==> config.mk <==
export PLATFORM = sky130hd
export DESIGN_NAME = weight_load_arbiter
export DESIGN_NICKNAME = d
export VERILOG_FILES = /design/src/rtl/weight_load_arbiter.sv
export SDC_FILE = /design/constraint.sdc
export NUM_CORES = 1
export LEC_CHECK = 0
export BUFFER_PORTS_ARGS = -buffer_cell sky130_fd_sc_hd__buf_2
export CAP_MARGIN = 20
export CORE_AREA = 2 2 416 418
export DETAILED_ROUTE_END_ITERATION = 12
export DIE_AREA = 0 0 418 420
export GPL_TIMING_DRIVEN = 0
export PLACE_DENSITY_LB_ADDON = 0.25
export SETUP_SLACK_MARGIN = 0.1
export SLEW_MARGIN = 40
export SYNTH_ARGS = -nofsm -noshare
export SYNTH_HDL_FRONTEND = slang
export SYNTH_SLANG_ARGS = --single-unit
==> constraint.sdc <==
create_clock -name clk -period 2.9 [get_ports clk]
set_input_delay 0.145 -clock clk [delete_from_list [all_inputs] [get_ports clk]]
set_output_delay 0.145 -clock clk [all_outputs]
set_load 0.02 [all_outputs]
==> src/rtl/weight_load_arbiter.sv <==
// weight_load_arbiter
// Shared weight-memory front end. NUM_CH networks post load requests, each
// with a beat count. Pending requests are served round-robin: the granted
// channel's beats are read one at a time from the single weight memory and
// handed to that channel through a one-entry valid/ready output register.
//
// Ports:
//   clk, rst        clock, synchronous active-high reset
//   ch_load         per-channel load request pulse
//   ch_beats        per-channel beat count, sampled with ch_load
//   ch_weights_vld  beat valid towards the owning channel (one-hot or zero)
//   ch_weights_rdy  per-channel consumer ready
//   ch_weight_data  shared beat data bus
//   ch_last         current output beat is the final beat of its load
//   ch_done         one-cycle pulse after the final beat was accepted
//   mem_req         read request for (mem_ch, mem_beat)
//   mem_ch          channel being serviced
//   mem_beat        beat index within the current load
//   mem_ready       memory returns mem_data this cycle
//   mem_data        beat data from memory
module weight_load_arbiter #(
  parameter int NUM_CH     = 2,
  parameter int BEAT_WORDS = 8,
  parameter int WORD_W     = 64,
  parameter int BEAT_CNT_W = 8,
  parameter int CH_W       = (NUM_CH > 1) ? $clog2(NUM_CH) : 1
) (
  input  logic                                  clk,
  input  logic                                  rst,
  input  logic [NUM_CH-1:0]                     ch_load,
  input  logic [NUM_CH-1:0][BEAT_CNT_W-1:0]     ch_beats,
  output logic [NUM_CH-1:0]                     ch_weights_vld,
  input  logic [NUM_CH-1:0]                     ch_weights_rdy,
  output logic [BEAT_WORDS-1:0][WORD_W-1:0]     ch_weight_data,
  output logic                                  ch_last,
  output logic [NUM_CH-1:0]                     ch_done,
  output logic                                  mem_req,
  output logic [CH_W-1:0]                       mem_ch,
  output logic [BEAT_CNT_W-1:0]                 mem_beat,
  input  logic                                  mem_ready,
  input  logic [BEAT_WORDS-1:0][WORD_W-1:0]     mem_data
);

  typedef enum logic [1:0] {IDLE, GRANT, REQ, DRAIN} state_t;

  state_t                               state, state_nxt;
  logic [NUM_CH-1:0]                    pending;
  logic [NUM_CH-1:0][BEAT_CNT_W-1:0]    beats_q;
  logic [CH_W-1:0]                      rr_ptr;
  logic [CH_W-1:0]                      rr_pick;
  logic [CH_W-1:0]                      grant;
  logic [BEAT_CNT_W-1:0]                beat_idx;
  logic [BEAT_CNT_W-1:0]                out_idx;
  logic [BEAT_CNT_W-1:0]                last_idx;
  logic                                 out_vld;
  logic [BEAT_WORDS-1:0][WORD_W-1:0]    out_data;
  logic [NUM_CH-1:0]                    done_q;
  logic [NUM_CH-1:0]                    active;
  logic [NUM_CH-1:0]                    accept_load;
  logic                                 out_accept;
  logic                                 capture;
  logic                                 last_capture;

  // A channel only counts as active once its grant is latched (REQ/DRAIN);
  // during GRANT the grant register still holds the previous owner, and the
  // channel about to be served is still protected by its pending bit.
  always_comb begin
    for (int i = 0; i < NUM_CH; i++) begin
      active[i]         = ((state == REQ) || (state == DRAIN)) && (grant == CH_W'(i));
      accept_load[i]    = ch_load[i] && (ch_beats[i] != '0) && !pending[i] && !active[i];
      ch_weights_vld[i] = out_vld && (grant == CH_W'(i));
    end
  end

  // Round-robin pick: scan downwards so the pending channel closest to
  // rr_ptr (wrapping) is the one that sticks.
  always_comb begin
    rr_pick = rr_ptr;
    for (int k = NUM_CH - 1; k >= 0; k--) begin
      if (pending[(int'(rr_ptr) + k) % NUM_CH]) begin
        rr_pick = CH_W'((int'(rr_ptr) + k) % NUM_CH);
      end
    end
  end

  // Memory is only asked for a beat when the output register has room,
  // either because it is empty or because it is drained this same cycle.
  always_comb begin
    last_idx     = beats_q[grant] - BEAT_CNT_W'(1);
    out_accept   = out_vld && ch_weights_rdy[grant];
    mem_req      = (state == REQ) && (!out_vld || ch_weights_rdy[grant]);
    capture      = mem_req && mem_ready;
    last_capture = capture && (beat_idx == last_idx);
  end

  // Leaving IDLE also considers loads arriving this cycle, so a request seen
  // at cycle t is granted at t+1 and reaches memory at t+2.
  always_comb begin
    state_nxt = state;
    case (state)
      IDLE:    if ((|pending) || (|accept_load)) state_nxt = GRANT;
      GRANT:   state_nxt = REQ;
      REQ:     if (last_capture) state_nxt = DRAIN;
      DRAIN:   if (out_accept) state_nxt = IDLE;
      default: state_nxt = IDLE;
    endcase
  end

  // State, request bookkeeping and the output register.
  always_ff @(posedge clk) begin
    if (rst) begin
      state    <= IDLE;
      pending  <= '0;
      beats_q  <= '0;
      rr_ptr   <= '0;
      grant    <= '0;
      beat_idx <= '0;
      out_idx  <= '0;
      out_vld  <= 1'b0;
      out_data <= '0;
      done_q   <= '0;
    end else begin
      state  <= state_nxt;
      done_q <= '0;

      for (int i = 0; i < NUM_CH; i++) begin
        if (accept_load[i]) begin
          pending[i] <= 1'b1;
          beats_q[i] <= ch_beats[i];
        end
      end

      if (state == GRANT) begin
        grant            <= rr_pick;
        pending[rr_pick] <= 1'b0;
        rr_ptr           <= (int'(rr_pick) == NUM_CH - 1) ? '0 : rr_pick + CH_W'(1);
        beat_idx         <= '0;
      end

      // A capture while the old beat is being accepted simply overwrites it.
      if (capture) begin
        out_data <= mem_data;
        out_idx  <= beat_idx;
        out_vld  <= 1'b1;
        beat_idx <= beat_idx + BEAT_CNT_W'(1);
      end else if (out_accept) begin
        out_vld <= 1'b0;
      end

      if ((state == DRAIN) && out_accept) begin
        done_q[grant] <= 1'b1;
      end
    end
  end

  assign ch_weight_data = out_data;
  assign ch_last        = out_vld && (out_idx == last_idx);
  assign ch_done        = done_q;
  assign mem_ch         = grant;
  assign mem_beat       = beat_idx;

endmodule

==> out/qor.yml <==
syn_nets: 3027
reg2reg_slack_ns: 0.26
grt_start_max_net_pins: 14
critPathTopFamily: "simple AND/OR/NAND/NOR gates"
synth_top_cell_by_area: "dfxtp_1"
yosysTopAreaCellShare: 0.564
hold_viol: 0
worstSkewPairLatency_ns: 0.68
power_density_nw_per_um2: 688
slew_violations: 0
wl_per_cell_um: 20.6
crit_top_cell: "buf_6"
fmax_mhz: 311
totalWireLength_um: 133000
crit_fanout: 5
syn_inst: 2485
timing.rr.start: "mem_ch"
synth_async_sr_flop_share: 0
drt-vias-per-instance: 3.67
whs_path_depth: 5
fin_crit_sh: 1.11
r2r_cells: 10
route.detailed.drc: 0
finalWorstSetupSlack_ns: -0.312
worst_path_largest_cell_delay_ns: 0.45
finalSetupViolations: 1
drive_gt1_frac: 0.304
worst_setup_path_end_kind: "output port"
nNetsFinal: 4704
cts_buffer_depth: 3
cts_root_buf: "clkbuf_16"
drt-pass1-iter-count: 6
syn_area_per_cell_um2: 7.89
syn_to_final_growth_pct: 82.4
fin_tns_setup_ns: -0.312
die_h_um: 420
crit_path_top_delay_cell: "or4_4"
cap_viol_max_count: 0
worst_slew_pin_slew_ns: 0.838
status: "finished, violations left"
place.gp.congestion: 0.912
start_util: 0.115
coreArea_um2: 171000
synth_edf_count: 0
violations: "negative setup slack"
num_rows: 152
num-fill-cells: 19400
htreeDepth: 3
cts_tree: "yes"
first_iter_violations: 1483
hold_class: "in -> reg"
critPathLaunchType: "flip-flop"
rsz0062_at_grt: "true"
vias: 23700
antenna_found_initial: 26
ys.warnings.count: 0
synth_commonest_cells: "1050 x nand2_1, 553 x dfxtp_1, 534 x a21oi_1, 173 x clkbuf_1, 38 x nor2_1"
io_buffers: 1060
syn-cell-area_um2: 19600
drtAntennaViolNets: 0
skew_ns: 0.0261
grt_first_pass_wirelength_um: 179000
critPathArrivalTime_ns: 3.07
cp.required_ns: 2.76
seq_area_frac_synth: 0.564
relSlewSlack: 0.441
gr-usage-all-layers: 0.144
die_area_um2: 176000
critPathKind: "reg -> out"
grt.overflow.total: 0
synth_cell_types: 46
whs_endpoint: "beats_q[10]"
cts.sinks: 553
reg2reg_to: "ch_weight_data[229]"
grt_pass1_vias: 23600
cp_num_buf_inv: 3
die_width_um: 418
min_period_ns: 3.21
synth-seq-cells: 553
leakage_nw: 15.1
clkTransAtPathRegs_ns: 0.06
synth.area.top_cells: "dfxtp_1 56%, nand2_1 20%, a21oi_1 14%"
crit_chain: "buf_6 > buf_6 > nor4b_4 > o21ai_2 > nor3b_4 > xor2_1 > xnor2_1 > or4_4 > a211oi_4 > buf_6"
synthFlopType: "dfxtp_1"
pin_count: 1062
post-dp-hpwl_um: 108000
numCtsBuffers: 71
total_power_mw: 24.6
yosysMostFrequentCell: "nand2_1"
min_from: "ch_load[1]"
ir_drop_mv: 0.441
[registers in the layout, summed over array words and instances (netlist names)]
name,count
ch_weight_data,512
beats_q,16
mem_beat,8
out_idx,8
ch_done,2
pending,2
state,2
mem_ch,1
out_vld,1
rr_ptr,1
[placed cells by master, fill, tap and decap left out, drive strengths merged, types with 8 or more instances in the layout]
| cell | netlist | layout |
|---|---|---|
| a21oi | 534 | 534 |
| buf | 10 | 1078 |
| clkbuf | 173 | 277 |
| clkinv | 0 | 12 |
| dfxtp | 553 | 553 |
| diode | 0 | 8 |
| dlygate4sd3 | 0 | 533 |
| inv | 7 | 12 |
| mux2i | 23 | 23 |
| nand2 | 1050 | 1050 |
| nor2 | 39 | 39 |
| o21ai | 9 | 9 |
| xnor2 | 16 | 16 |
| xor2 | 8 | 8 |
[power by group]
group	switching [mW]	internal [mW]
clock	3.83	5.51
combinational	4.23	2.34
sequential	0.423	8.27
total	8.49	16.1
[final cells by class]
class | instances | area [um2] | area share
antenna | 8 | 20.0 | 0.000560
buffer | 183 | 853 | 0.0239
clock buffer | 101 | 2060 | 0.0576
clock inverter | 24 | 340 | 0.00951
inverter | 7 | 26.3 | 0.000734
multi-input combinational | 1742 | 7860 | 0.220
sequential | 553 | 11100 | 0.309
tap | 2233 | 2790 | 0.0781
timing repair buffer | 1604 | 10800 | 0.301
[worst register-to-register path, cell delays in order (launching register included)]
cell	delay, ns
dfxtp_2	0.32
buf_6	0.13
buf_4	0.14
mux2i_1	0.15
nand2_1	0.12
and3_1	0.16
clkbuf_4	0.29
clkbuf_4	0.38
clkbuf_1	0.46
nand2_1	0.25
a21oi_1	0.17
[metrics by stage]
step | setup WS (ns) | area [um2] | hold slack [ns] | instances | util
after detailed placement | -0.329 | 27800 | 0.390 | 5780 | 0.162
after global routing | -0.553 | 35800 | 0.119 | 6451 | 0.209
after floorplan | 0.119 | 19600 | 0.273 | 2485 | -
after global placement | -1.45 | 27700 | 0.387 | 5778 | 0.162
final | -0.312 | 35800 | 0.158 | 6455 | 0.209
after CTS | -0.457 | 35700 | 0.0560 | 6446 | 0.209
[timing repair]
action / in CTS / in global routing
pin swaps: 8 / 4
setup buffers: 8 / 1
hold buffers: 533 / 0
setup endpoints to repair: 524 / 246
gates resized for setup: 47 / 82
hold endpoints to repair: 532 / 0
[per-layer routing]
layer / share of wire / up-vias / GRT usage / routed length (um)
met5: 0.00062 / - / 0 / 83
met4: 0.036 / 14 / 0.0535 / 4780
met3: 0.066 / 204 / 0.0372 / 8800
met2: 0.47 / 781 / 0.237 / 63100
met1: 0.42 / 11300 / 0.181 / 56400
li1: - / 11400 / - / -
[logic make-up (layout without fill, tap and decap cells)]
kind of cell,count (synthesis),after routing,share of synthesized area
XOR/XNOR,25,25,0.0119
buffers and inverters,190,1919,0.0369
multiplexers,23,23,0.0124
AND/OR/NAND/NOR,1130,1130,0.224
other,0,8,0
adder cells (fa/ha/maj),7,7,0.00447
flip-flops,553,553,0.564
AO/OA/AOI/OAI,557,557,0.146
[how the worst max path moves through the flow]
stage               startpoint             endpoint  slack (ns)  cells past startpoint
floorplan               mem_ch              ch_last        0.12                      9
global placement           rst  ch_weight_data[134]       -1.45                      4
detailed placement      mem_ch              ch_last       -0.33                     10
CTS                     mem_ch              ch_last       -0.46                     10
global route            mem_ch              ch_last       -0.55                     10
finish                  mem_ch              ch_last       -0.31                     10
No activity file was read; power rests on OpenSTA's default activity.
